File: src/rtl/ahb_mux_pkg.sv
// ---------------------------------------------------------------------------
// ahb_mux_pkg
//   Shared definitions for the AHB-Lite dmem slave multiplexer.
//   - HTRANS / HRESP encodings
//   - ds_state_t : state of the built-in default (error) slave
//   - dp_kind_t  : what the current data phase is routed to
//   - ahb_decode : base/mask address match for one slave
// ---------------------------------------------------------------------------
package ahb_mux_pkg;

  localparam logic [1:0] HTRANS_IDLE   = 2'b00;
  localparam logic [1:0] HTRANS_BUSY   = 2'b01;
  localparam logic [1:0] HTRANS_NONSEQ = 2'b10;
  localparam logic [1:0] HTRANS_SEQ    = 2'b11;

  localparam logic HRESP_OKAY  = 1'b0;
  localparam logic HRESP_ERROR = 1'b1;

  typedef enum logic [1:0] {
    DS_IDLE,
    DS_ERR1,
    DS_ERR2
  } ds_state_t;

  // Data-phase owner: nobody (zero-wait OKAY), the default slave, or a real slave.
  typedef enum logic [1:0] {
    DP_NONE,
    DP_DEFAULT,
    DP_SLAVE
  } dp_kind_t;

  // Callers zero-extend narrower addresses to 64 bits.
  function automatic logic ahb_decode(input logic [63:0] addr,
                                      input logic [63:0] base,
                                      input logic [63:0] mask);
    return (addr & mask) == base;
  endfunction

endpackage

File: src/rtl/ahb_default_slave.sv
// ---------------------------------------------------------------------------
// ahb_default_slave
//   Two-cycle AHB ERROR responder used for unmapped addresses and for
//   transfers abandoned by the hang watchdog.
// Ports
//   cpu_clk, pwrup_rst_n : clock, async active-low reset
//   start_i              : begin an ERROR response on the next cycle
//   hready_o, hresp_o    : response driven while busy (1/OKAY when idle)
//   busy_o               : high in ERR1/ERR2, i.e. this block owns the response
// ---------------------------------------------------------------------------
module ahb_default_slave
  import ahb_mux_pkg::*;
(
  input  logic cpu_clk,
  input  logic pwrup_rst_n,
  input  logic start_i,
  output logic hready_o,
  output logic hresp_o,
  output logic busy_o
);

  ds_state_t state_q, state_d;

  // NOTE: sequential state uses non-blocking assignments so every register
  // samples the pre-edge values, independent of process ordering.
  always_ff @(posedge cpu_clk or negedge pwrup_rst_n) begin
    if (!pwrup_rst_n) state_q <= DS_IDLE;
    else              state_q <= state_d;
  end

  // NOTE: every output is defaulted before the case so no path leaves a
  // signal unassigned, which would otherwise infer a latch.
  always_comb begin
    state_d  = state_q;
    hready_o = 1'b1;
    hresp_o  = HRESP_OKAY;
    busy_o   = 1'b0;
    case (state_q)
      DS_IDLE: begin
        if (start_i) state_d = DS_ERR1;
      end
      DS_ERR1: begin
        hready_o = 1'b0;
        hresp_o  = HRESP_ERROR;
        busy_o   = 1'b1;
        state_d  = DS_ERR2;
      end
      DS_ERR2: begin
        hready_o = 1'b1;
        hresp_o  = HRESP_ERROR;
        busy_o   = 1'b1;
        // A transfer accepted during ERR2 may itself be unmapped.
        state_d  = start_i ? DS_ERR1 : DS_IDLE;
      end
      default: state_d = DS_IDLE;
    endcase
  end

endmodule

File: src/rtl/ahb_lite_slave_mux_n.sv
// ---------------------------------------------------------------------------
// ahb_lite_slave_mux_n
//   AHB-Lite dmem interconnect: N-slave address decoder, data-phase response
//   mux, built-in default slave, per-transfer hang watchdog and sticky error
//   status for firmware.
// Ports
//   cpu_clk, pwrup_rst_n        : clock, async active-low reset
//   m_haddr, m_htrans           : master address phase
//   m_hready, m_hresp, m_hrdata : response to master (m_hready is also HREADY_IN)
//   s_hsel                      : one-hot slave select, address phase
//   s_hreadyout, s_hresp,
//   s_hrdata                    : per-slave responses, slave i at [i*DW +: DW]
//   err_clear                   : pulse, clears err_valid/err_cause/stuck_mask
//   err_valid, err_cause,
//   err_addr, stuck_mask        : sticky error status
// ---------------------------------------------------------------------------
module ahb_lite_slave_mux_n
  import ahb_mux_pkg::*;
#(
  parameter int                             N_SLAVES    = 4,
  parameter int                             AW          = 32,
  parameter int                             DW          = 32,
  parameter logic [N_SLAVES-1:0][AW-1:0]    SLV_BASE    = '0,
  parameter logic [N_SLAVES-1:0][AW-1:0]    SLV_MASK    = '0,
  parameter int                             TIMEOUT_CYC = 1024
) (
  input  logic                   cpu_clk,
  input  logic                   pwrup_rst_n,
  input  logic [AW-1:0]          m_haddr,
  input  logic [1:0]             m_htrans,
  output logic                   m_hready,
  output logic                   m_hresp,
  output logic [DW-1:0]          m_hrdata,
  output logic [N_SLAVES-1:0]    s_hsel,
  input  logic [N_SLAVES-1:0]    s_hreadyout,
  input  logic [N_SLAVES-1:0]    s_hresp,
  input  logic [N_SLAVES*DW-1:0] s_hrdata,
  input  logic                   err_clear,
  output logic                   err_valid,
  output logic                   err_cause,
  output logic [AW-1:0]          err_addr,
  output logic [N_SLAVES-1:0]    stuck_mask
);

  localparam int WDW = (TIMEOUT_CYC > 0) ? $clog2(TIMEOUT_CYC + 1) : 1;
  localparam logic [WDW-1:0] WD_LAST = WDW'((TIMEOUT_CYC > 0) ? TIMEOUT_CYC - 1 : 0);

  // ---------------- address decode ----------------
  logic [N_SLAVES-1:0] hit, hit_pri;
  logic                addr_valid, accept, mapped, dflt_start;

  always_comb begin
    hit = '0;
    for (int i = 0; i < N_SLAVES; i++)
      hit[i] = ahb_decode(64'(m_haddr), 64'(SLV_BASE[i]), 64'(SLV_MASK[i]));
  end

  // Isolate the lowest set bit: lowest index wins on overlapping windows.
  assign hit_pri = hit & (~hit + N_SLAVES'(1));

  // A stuck slave is never selected again; its window falls to the default slave.
  assign s_hsel     = hit_pri & ~stuck_mask;
  assign addr_valid = (m_htrans == HTRANS_NONSEQ) || (m_htrans == HTRANS_SEQ);
  assign accept     = m_hready && addr_valid;
  assign mapped     = |s_hsel;
  assign dflt_start = accept && !mapped;

  // ---------------- data-phase routing ----------------
  dp_kind_t            dp_kind_q, dp_kind_d;
  logic [N_SLAVES-1:0] dp_oh_q, dp_oh_d;
  logic [AW-1:0]       dp_addr_q, dp_addr_d;

  logic          slv_hready, slv_hresp, slave_wait;
  logic [DW-1:0] slv_rdata;

  assign slv_hready = |(dp_oh_q & s_hreadyout);
  assign slv_hresp  = |(dp_oh_q & s_hresp);
  assign slave_wait = (dp_kind_q == DP_SLAVE) && !slv_hready;

  always_comb begin
    slv_rdata = '0;
    for (int i = 0; i < N_SLAVES; i++)
      if (dp_oh_q[i]) slv_rdata = slv_rdata | s_hrdata[i*DW +: DW];
  end

  // ---------------- watchdog ----------------
  logic [WDW-1:0] wd_cnt_q, wd_cnt_d;
  logic           wd_fire;

  assign wd_fire = (TIMEOUT_CYC != 0) && slave_wait && (wd_cnt_q == WD_LAST);

  always_comb begin
    wd_cnt_d = wd_cnt_q;
    if (accept)
      wd_cnt_d = '0;
    else if (slave_wait && (wd_cnt_q != {WDW{1'b1}}))
      wd_cnt_d = wd_cnt_q + WDW'(1);
  end

  always_comb begin
    dp_kind_d = dp_kind_q;
    dp_oh_d   = dp_oh_q;
    dp_addr_d = dp_addr_q;
    if (accept) begin
      dp_addr_d = m_haddr;
      dp_kind_d = mapped ? DP_SLAVE : DP_DEFAULT;
      dp_oh_d   = s_hsel;
    end else if (m_hready) begin
      dp_kind_d = DP_NONE;
      dp_oh_d   = '0;
    end else if (wd_fire) begin
      // Abandon the hung slave; the default slave finishes this data phase.
      dp_kind_d = DP_DEFAULT;
      dp_oh_d   = '0;
    end
  end

  // ---------------- default slave ----------------
  logic ds_hready, ds_hresp, ds_busy, ds_start;

  assign ds_start = dflt_start || wd_fire;

  ahb_default_slave u_default_slave (
    .cpu_clk     (cpu_clk),
    .pwrup_rst_n (pwrup_rst_n),
    .start_i     (ds_start),
    .hready_o    (ds_hready),
    .hresp_o     (ds_hresp),
    .busy_o      (ds_busy)
  );

  // ---------------- response mux ----------------
  always_comb begin
    m_hready = 1'b1;
    m_hresp  = HRESP_OKAY;
    m_hrdata = '0;
    if (ds_busy) begin
      m_hready = ds_hready;
      m_hresp  = ds_hresp;
    end else if (dp_kind_q == DP_SLAVE) begin
      m_hready = slv_hready;
      m_hresp  = slv_hresp;
      m_hrdata = slv_rdata;
    end
  end

  // ---------------- sticky status ----------------
  logic                err_valid_q, err_valid_d;
  logic                err_cause_q, err_cause_d;
  logic [AW-1:0]       err_addr_q,  err_addr_d;
  logic [N_SLAVES-1:0] stuck_q,     stuck_d;

  always_comb begin
    err_valid_d = err_valid_q;
    err_cause_d = err_cause_q;
    err_addr_d  = err_addr_q;
    if (ds_start) begin
      err_valid_d = 1'b1;
      // Keep the first error; a simultaneous clear lets the new one reload.
      if (!err_valid_q || err_clear) begin
        err_cause_d = wd_fire;
        // An unmapped error starts at address-phase acceptance, before dp_addr loads.
        err_addr_d  = wd_fire ? dp_addr_q : m_haddr;
      end
    end else if (err_clear) begin
      err_valid_d = 1'b0;
      err_cause_d = 1'b0;
    end
    stuck_d = (err_clear ? '0 : stuck_q) | (wd_fire ? dp_oh_q : '0);
  end

  always_ff @(posedge cpu_clk or negedge pwrup_rst_n) begin
    if (!pwrup_rst_n) begin
      dp_kind_q   <= DP_NONE;
      dp_oh_q     <= '0;
      dp_addr_q   <= '0;
      wd_cnt_q    <= '0;
      err_valid_q <= 1'b0;
      err_cause_q <= 1'b0;
      err_addr_q  <= '0;
      stuck_q     <= '0;
    end else begin
      dp_kind_q   <= dp_kind_d;
      dp_oh_q     <= dp_oh_d;
      dp_addr_q   <= dp_addr_d;
      wd_cnt_q    <= wd_cnt_d;
      err_valid_q <= err_valid_d;
      err_cause_q <= err_cause_d;
      err_addr_q  <= err_addr_d;
      stuck_q     <= stuck_d;
    end
  end

  assign err_valid  = err_valid_q;
  assign err_cause  = err_cause_q;
  assign err_addr   = err_addr_q;
  assign stuck_mask = stuck_q;

endmodule

File: config.mk
export PLATFORM = sky130hd
export DESIGN_NAME = ahb_lite_slave_mux_n
export DESIGN_NICKNAME = d
export VERILOG_FILES = /design/src/rtl/ahb_mux_pkg.sv /design/src/rtl/ahb_default_slave.sv /design/src/rtl/ahb_lite_slave_mux_n.sv
export SDC_FILE = /design/constraint.sdc
export NUM_CORES = 1
export LEC_CHECK = 0
export CAP_MARGIN = 25
export CORE_MARGIN = 8
export CORE_UTILIZATION = 47
export CTS_CLUSTER_DIAMETER = 200
export DETAILED_ROUTE_END_ITERATION = 16
export DONT_BUFFER_PORTS = 1
export GPL_ROUTABILITY_DRIVEN = 1
export SLEW_MARGIN = 10
export SYNTH_ARGS = -nofsm -noshare
export SYNTH_HDL_FRONTEND = slang
export SYNTH_SLANG_ARGS = --single-unit
File: constraint.sdc
create_clock -name cpu_clk -period 2.5 [get_ports cpu_clk]
set_clock_uncertainty 0.1 [all_clocks]
set_input_delay 0.5 -clock cpu_clk [delete_from_list [all_inputs] [get_ports cpu_clk]]
set_output_delay 0.5 -clock cpu_clk [all_outputs]
set_load 0.05 [all_outputs]
==> results_dict.tcl, run 1 <==
set metrics [dict create \
    status "finished, violations left" \
    violations "hold timing" \
    cts_tree "done" \
    clk_path_buf_depth 2 \
    syn_avg_cell_area_sq_um 8.58 \
    dr.pass1.iters 4 \
    grt_pass1_wl_mm 18.5 \
    clockRootBuffer "clkbuf_8" \
    power_density_nw_per_um2 926 \
    reg2reg_slack_ns 0.14 \
    ir_drop_mv 0.593 \
    gp_congestion 0.818 \
    seq_power_share_pct 41.6 \
    place.detailed.hpwl_mm 7.82 \
    pin_count 249 \
    end_kind "output pin" \
    area_delta_synth_final_pct 18.2 \
    grt_start_max_net_pins 83 \
    pwr-share-clk_pct 24.6 \
    rows 35 \
    synthArstFlopShare_pct 100 \
    crit_fanout 16 \
    p_comb_share_pct 33.8 \
    grt_pass1_vias 3499 \
    drtIter0Drc 238 \
    yosysMostFrequentCell "nand2_1" \
    clock_sinks 82 \
    crit_arrival_ns 1.88 \
    initial_core_util_pct 47.3 \
    numCtsBuffers 9 \
    cp.required_ns 1.90 \
    grt_overflow 0 \
    synth_top_family_by_area "simple AND/OR/NAND/NOR gates" \
    die_w_um 112 \
    routed.top_layer "met4" \
    wl_met2_mm 5.41 \
    cp-start-kind "register" \
    fin_cells 628 \
    die_h_um 112 \
    synth_warnings 0 \
    synth_flop_cell "dfrtp_1" \
    syn_area_sq_um 4290 \
    hold_viol 82 \
    layout.nets 691 \
    drv_slew 0 \
    synth-adder-area-share_pct 1.75 \
    yosys.area_share.simple_pct 28.8 \
    finalSetupViolCount 0 \
    antenna_found_initial 0 \
    fin_ws_ns 0.0198 \
    wl_met3_mm 1.03 \
    synth.distinct_cells 39 \
    dp_slack_ns 0.0508 \
    die_area_sq_um 12400 \
    synth-compound-area-share_pct 15.9 \
    drive_gt1_share_pct 19.1 \
    wirelength_met1_mm 4.67 \
    hold_ws_ns -0.265 \
    p_int_w 0.00284 \
    min_period_over_period_pct 99.2 \
    synth-xor-area-share_pct 0.204 \
    ys_seq_elements 82 \
    antenna_cells 0 \
    rr_worst_depth 8 \
    routedWlPerCell_um 17.9 \
    period_needed_ns 2.48 \
    vias 3473 \
    max_clock_freq_mhz 403 \
    r2r-start "u_default_slave.state_q[1]" \
    r2r-end "err_addr[17]" \
    grt.total_usage_pct 18.4 \
    maxCapViolations 0 \
    p_leak_nw 2.40 \
    seq_area_frac_synth_pct 47.8 \
    sw_frac_of_total_pct 39.5 \
    yosysTopAreaCell "dfrtp_1" \
    synthCells 500 \
    drt_drc_violations_left 0 \
    grt_setup_unrepaired "yes" \
    port_buffers 0 \
    yosys-top-cells-count "nand2_1, dfrtp_1, and2_1" \
    core_sq_um 9060 \
    tightest_slew_ns 0.710 \
    muxShareOfSynthArea_pct 0.263 \
    crit_type "reg2out" \
    synthTopCellsByArea "dfrtp_1, nand2_1, and2_1" \
    worst_skew_pair.late_latency_ns 0.34 \
    htreeDepth 3 \
    p_sw_w 0.00185 \
    synth_edf_count 0 \
    max_slew_margin_pct 52.5 \
    synth.top_cell.area_share_pct 47.8 \
    vias_per_cell 5.53 \
    hp-class "in2async" \
    wirelength_mm 11.2 \
    cts.clk_slew.worst_paths_ns 0.09 \
    ant_nets 0 \
    dp_cells 603 \
]
registers in the layout, indices dropped and copies added (netlist names):
name                     count
dp_kind_q                    2
err_valid                    1
stuck_mask                   1
u_default_slave.state_q      2
dp_addr_q                   32
wd_cnt_q                    11
err_addr                    32
err_cause                    1
area by class of cell:
cell class	count	area (sq um)
Fill cell	812	4000
Sequential cell	82	2050
Multi-Input combinational cell	373	2130
Timing Repair Buffer	38	475
Tap cell	111	139
Clock buffer	10	128
Inverter	8	30.0
Clock inverter	6	113
metal layers:
layer  GRT usage, %  vias up
met1           21.0     1643
met5              0        -
met4           6.11        0
met2           30.6      136
li1               -     1688
met3           7.25        6
through the flow:
step	utilization, %	hold WS [ns]	setup TNS [ns]	cell area (sq um)	total power, W
2_1_floorplan	-	0.104	0	4350	0.00299
3_3_place_gp	51.9	0.107	0	4710	0.00337
3_5_place_dp	51.9	0.107	0	4710	0.00340
4_1_cts	55.5	-0.290	-0.168	5030	0.00469
5_1_grt	55.9	-0.291	-1.60	5070	0.00493
6_report	55.9	-0.265	0	5070	0.00469
worst max-delay path, stage by stage, from the launching register on:
cell	delay (ns)
dfrtp_1	0.40
inv_2	0.10
ha_4	0.22
nor3b_4	0.24
buf_6	0.14
buf_16	0.12
and2_2	0.31
how the worst max path moves through the flow:
| stage | startpoint | end | slack (ns) | cells past startpoint |
|---|---|---|---|---|
| 2_1_floorplan | u_default_slave.state_q[0] | m_hrdata[10] | 0.09 | 6 |
| 3_3_place_gp | u_default_slave.state_q[0] | err_addr[17] | 0.09 | 7 |
| 3_5_place_dp | u_default_slave.state_q[0] | err_addr[17] | 0.05 | 7 |
| 4_1_cts | u_default_slave.state_q[0] | m_hrdata[31] | -0.02 | 6 |
| 5_1_grt | u_default_slave.state_q[1] | m_hrdata[26] | -0.08 | 6 |
| 6_report | u_default_slave.state_q[1] | m_hrdata[10] | 0.02 | 6 |
logic make-up (layout without fill, tap and decap cells):
kind of cell	after synthesis	in the layout
AND/OR/NAND/NOR	264	264
other	1	6
multiplexers	1	1
buffers and inverters	50	62
adder cells (fa/ha/maj)	6	6
AO/OA/AOI/OAI	95	95
XOR/XNOR	1	1
flip-flops	82	82
timing repair:
item / in CTS / in global routing
gates cloned: 1 / 0
setup endpoints to repair: 33 / 33
gates resized for setup: 9 / 14
hold endpoints to repair: 82 / 82
pin swaps: 1 / 5
buffers inserted: 3 / 6
power by group through the flow:
stage               sequential, W  combinational, W  clock (W)
floorplan                 0.00194           0.00105          0
global placement          0.00198           0.00139          0
detailed placement        0.00199           0.00141          0
CTS                       0.00196           0.00154    0.00119
global route              0.00199           0.00170    0.00124
finish                    0.00195           0.00159    0.00115
layout by cell type (no fill, tap or decap), drive strengths merged, types with 4 or more instances in the layout:
| cell | count |
|---|---|
| ha | 6 |
| a21oi | 7 |
| dfrtp | 82 |
| nand3 | 5 |
| o21ai | 43 |
| nand2 | 167 |
| and3 | 4 |
| buf | 38 |
| a221o | 32 |
| conb | 6 |
| and2 | 68 |
| inv | 9 |
| clkbuf | 10 |
Power figures use the tool's default switching activity.
==> run 2: changes to the inputs <==
--- a/config.mk
+++ b/config.mk
@@ -9,9 +9,11 @@
 export CORE_MARGIN = 8
 export CORE_UTILIZATION = 47
 export CTS_CLUSTER_DIAMETER = 200
+export CTS_CLUSTER_SIZE = 14
 export DETAILED_ROUTE_END_ITERATION = 16
 export DONT_BUFFER_PORTS = 1
 export GPL_ROUTABILITY_DRIVEN = 1
+export PLACE_DENSITY_LB_ADDON = 0.08
 export SLEW_MARGIN = 10
 export SYNTH_ARGS = -nofsm -noshare
 export SYNTH_HDL_FRONTEND = slang
==> results_dict.tcl, run 2 (same netlist as run 1, synthesis figures left out) <==
set metrics [dict create \
    fin_area_sq_um 5140 \
    hp-class "in2reg" \
    die_h_um 112 \
    final_common_cell "nand2_1" \
    layout.nets 696 \
    antenna_cells 0 \
    tightest_slew_ns 0.569 \
    drive_gt1_share_pct 19.5 \
    crit_type "reg2out" \
    clockRootBuffer "clkbuf_8" \
    crit_family "buffers and inverters" \
    ant_nets 0 \
    ir_drop_mv 0.480 \
    pin_count 249 \
    multiInputGateArea_sq_um 2150 \
    r2r-start "u_default_slave.state_q[1]" \
    worst-path-buf-inv 4 \
    cp-start-kind "register" \
    crit_path_cell_trace "inv_2, ha_4, nor3b_4, buf_4, buf_6, and2_1, buf_12" \
    cts_tree "done" \
    fin_ws_ns 0.0434 \
    final_core_util_pct 56.7 \
    use_met2_pct 29.9 \
    cp.required_ns 1.90 \
    gp_congestion 0.811 \
    grt.total_usage_pct 18.6 \
    grt_overflow 0 \
    crit_fanout 8 \
    drt_drc_violations_left 0 \
    rows 35 \
    die_w_um 112 \
    status "finished clean" \
    slowest_stage "dfrtp_1" \
    core_sq_um 9060 \
    dr.pass1.iters 4 \
    top_usage_layer "met2" \
    placed_cell_area_sq_um 4750 \
    grt_setup_unrepaired "yes" \
    p_leak_nw 2.43 \
    hold_viol 0 \
    max_clock_freq_mhz 407 \
    seqCellArea_sq_um 2050 \
    clock_sinks 82 \
    place.detailed.hpwl_mm 7.56 \
    cts.clk_slew.worst_paths_ns 0.08 \
    drtIter0Drc 162 \
    crit_path_start "u_default_slave.state_q[1]" \
    htreeDepth 3 \
    finalSetupTns_ns 0 \
    period_needed_ns 2.46 \
    area_delta_synth_final_pct 19.9 \
    maxCapViolations 0 \
    grt_pass1_vias 3620 \
    hold_ws_ns 0.132 \
    min_period_over_period_pct 98.3 \
    drv_slew 0 \
    grt_pass1_wl_mm 18.7 \
    nFillCells 803 \
    routedWlPerCell_um 17.9 \
    port_buffers 0 \
    initial_core_util_pct 47.3 \
    finalSetupViolCount 0 \
    vias_per_cell 5.55 \
    worst_skew_pair.late_latency_ns 0.36 \
    die_area_sq_um 12400 \
    worstHoldStart "err_clear" \
    clk_path_buf_depth 2 \
    end_kind "output pin" \
    grt_util_met3_pct 7.20 \
    slowest_delay_ns 0.40 \
    dp_slack_ns 0.164 \
    vias 3514 \
    antenna_found_initial 0 \
    wirelength_mm 11.3 \
    grt_start_max_net_pins 83 \
    max_slew_margin_pct 62.1 \
    final_cell_mix "nand2_1, dfrtp_1, o21ai_0" \
    crit_arrival_ns 1.86 \
    grt_use_met1_pct 21.4 \
    power_density_nw_per_um2 907 \
    numCtsBuffers 9 \
]
## run 2: stage by stage
| step | std cells | power [W] |
|---|---|---|
| after global routing | 633 | 0.00491 |
| after detailed placement | 603 | 0.00343 |
| final | 633 | 0.00466 |
| after floorplan | 505 | 0.00299 |
| after CTS | 628 | 0.00458 |
| after global placement | 603 | 0.00340 |
## run 2: area by class of cell
cell class	instances	share of cell area (%)
clock buffers	11	2.75
clock inverters	5	1.19
inverters	8	0.584
multi-input cells	373	41.7
flip-flops and latches	82	39.9
well taps	111	2.70
repair buffers	43	11.1
## run 2: final timing paths
check	to	slack [ns]	depth (start not counted)
setup / recovery	m_hrdata[0]	0.04	7
hold / removal	stuck_mask[0]	0.13	1
setup reg to reg	err_addr[31]	0.18	9
hold reg to reg	dp_addr_q[16]	0.37	2
max in group asynchronous	wd_cnt_q[4]	1.36	2
min in group asynchronous	err_addr[26]	0.58	2
## run 2: what timing repair did
action                     in CTS  in global routing
gates cloned                    3                  0
resized for setup              10                 29
buffers inserted                4                  5
pin swaps                       1                 20
hold endpoints to repair       82                  0
hold buffers                    2                  0
setup endpoints to repair      32                 32
## run 2: routing by layer
layer	up-vias	wire length, um
li1	1698	-
met1	1662	4740
met2	135	5330
met3	19	1000
met4	0	262
met5	-	0
## run 2: report_power, final
group	total (W)	internal [W]	leakage (nW)	switching [W]
clock network	0.00101	0.000493	0.0922	0.000512
registers	0.00195	0.00153	1.05	0.000423
logic	0.00170	0.000714	1.29	0.000989
total	0.00466	0.00274	2.43	0.00192
## run 2: worst register-to-register path, delay by kind of cell (launching register included)
family                   cells  cell delay [ns]
adder cells (fa/ha/maj)      1             0.19
flip-flops                   1             0.38
AND/OR/NAND/NOR              1             0.24
buffers and inverters        4             0.49
AO/OA/AOI/OAI                3             0.80
==> run 3: changes to the inputs <==
==> constraint.sdc (replaced) <==
create_clock -name cpu_clk -period 2.2 [get_ports cpu_clk]
set_clock_uncertainty 0.1 [all_clocks]
set_input_delay 0.44 -clock cpu_clk [delete_from_list [all_inputs] [get_ports cpu_clk]]
set_output_delay 0.44 -clock cpu_clk [all_outputs]
set_load 0.05 [all_outputs]
==> results_dict.tcl, run 3 (same netlist as run 1, synthesis figures left out) <==
set metrics [dict create \
    htreeDepth 3 \
    tightest_slew_ns 0.578 \
    crit_type "reg2out" \
    end_kind "output pin" \
    grt_pass1_vias 3601 \
    crit_arrival_ns 1.84 \
    place.detailed.hpwl_mm 8.27 \
    maxCapViolations 0 \
    finalSetupViolCount 33 \
    dp_slack_ns -0.00268 \
    hp-class "in2async" \
    drtIter0Drc 147 \
    slowest_delay_ns 0.40 \
    vias_per_cell 5.41 \
    routedWlPerCell_um 19.0 \
    fin_ws_ns -0.182 \
    hold_viol 82 \
    initial_core_util_pct 47.3 \
    layout.nets 712 \
    placed_cell_area_sq_um 5070 \
    use_met2_pct 33.7 \
    core_sq_um 9060 \
    gp_congestion 0.813 \
    p_leak_nw 2.57 \
    grt_pass1_wl_mm 19.6 \
    clockRootBuffer "clkbuf_8" \
    period_needed_ns 2.38 \
    status "finished, violations left" \
    clock_sinks 82 \
    crit_path_start "u_default_slave.state_q[1]" \
    grt_overflow 0 \
    clk_path_buf_depth 2 \
    cp-start-kind "register" \
    drt_drc_violations_left 0 \
    grt_util_met3_pct 5.30 \
    r2r-start "u_default_slave.state_q[1]" \
    crit_cells 7 \
    top_usage_layer "met2" \
    max_slew_margin_pct 61.5 \
    drv_slew 0 \
    dr.pass1.iters 4 \
    violations "hold timing, setup timing" \
    cp.required_ns 1.66 \
    min_period_over_period_pct 108 \
    hold_ws_ns -0.317 \
    port_buffers 0 \
    crit_family "buffers and inverters" \
    antenna_cells 0 \
    final_common_cell "nand2_1" \
    die_w_um 112 \
    area_delta_synth_final_pct 26.8 \
    rr_worst_depth 8 \
    cts.clk_slew.worst_paths_ns 0.09 \
    pin_count 249 \
    numCtsBuffers 9 \
    rows 35 \
    max_clock_freq_mhz 420 \
    slowest_stage "dfrtp_1" \
    die_area_sq_um 12400 \
    die_h_um 112 \
    grt_use_met1_pct 23.3 \
    grt_start_max_net_pins 83 \
    vias 3509 \
    crit_fanout 8 \
    wirelength_mm 12.3 \
    cts_tree "done" \
    grt_setup_unrepaired "yes" \
    antenna_found_initial 0 \
    worst-path-buf-inv 4 \
    fin_area_sq_um 5440 \
    power_density_nw_per_um2 1010 \
    grt.total_usage_pct 19.5 \
    ir_drop_mv 0.609 \
    ant_nets 0 \
    worst_skew_pair.late_latency_ns 0.35 \
    crit_path_cell_trace "inv_2, ha_4, nor3b_4, buf_4, buf_6, and2_4, buf_12" \
    drive_gt1_share_pct 22.7 \
    final_cell_mix "nand2_1, dfrtp_1, o21ai_0" \
]
-- run 3: routing by layer --
layer | up-vias | part of all wire (%)
met4 | 0 | 0.76
met3 | 7 | 5.7
met2 | 73 | 51
met1 | 1703 | 43
met5 | - | 0
li1 | 1726 | -
-- run 3: worst paths after layout --
path / to / slack [ns]
setup / recovery: m_hrdata[20] / -0.18
hold / removal: err_addr[23] / -0.32
setup reg to reg: err_addr[17] / 0
hold reg to reg: dp_addr_q[18] / 0.38
max in group asynchronous: dp_kind_q[0] / 2.17
min in group cpu_clk: dp_addr_q[25] / 0.09
-- run 3: power by group --
group | switching (W) | total, W | internal [W]
clock | 0.000579 | 0.00103 | 0.000451
combinational | 0.00117 | 0.00225 | 0.00108
sequential | 0.000483 | 0.00222 | 0.00174
total | 0.00223 | 0.00551 | 0.00327
-- run 3: area by class of cell --
| class | count | area (sq um) |
|---|---|---|
| clock buffers | 10 | 138 |
| clock inverters | 6 | 46.3 |
| fillers | 778 | 3630 |
| inverters | 8 | 32.5 |
| multi-input cells | 373 | 2170 |
| flip-flops and latches | 82 | 2050 |
| well taps | 111 | 139 |
| repair buffers | 59 | 860 |
-- run 3: metrics by stage --
stage          total power [W]  TNS [ns]  util [%]  hold slack, ns  std cells
2_1_floorplan          0.00343     -1.68         -          0.0444        505
3_3_place_gp           0.00414         0      55.9          0.0496        622
3_5_place_dp           0.00419  -0.00803      55.9          0.0492        622
4_1_cts                0.00550     -3.78      59.5          -0.347        645
5_1_grt                0.00576    -10.17      60.0          -0.350        649
6_report               0.00551     -5.04      60.0          -0.317        649
-- run 3: repair_timing --
| action | CTS | global route |
|---|---|---|
| pin swaps | 8 | 11 |
| cloned | 1 | 2 |
| buffers inserted | 6 | 3 |
| endpoints found under the setup margin | 51 | 69 |
| resized for setup | 43 | 5 |
| hold endpoints to repair | 82 | 82 |
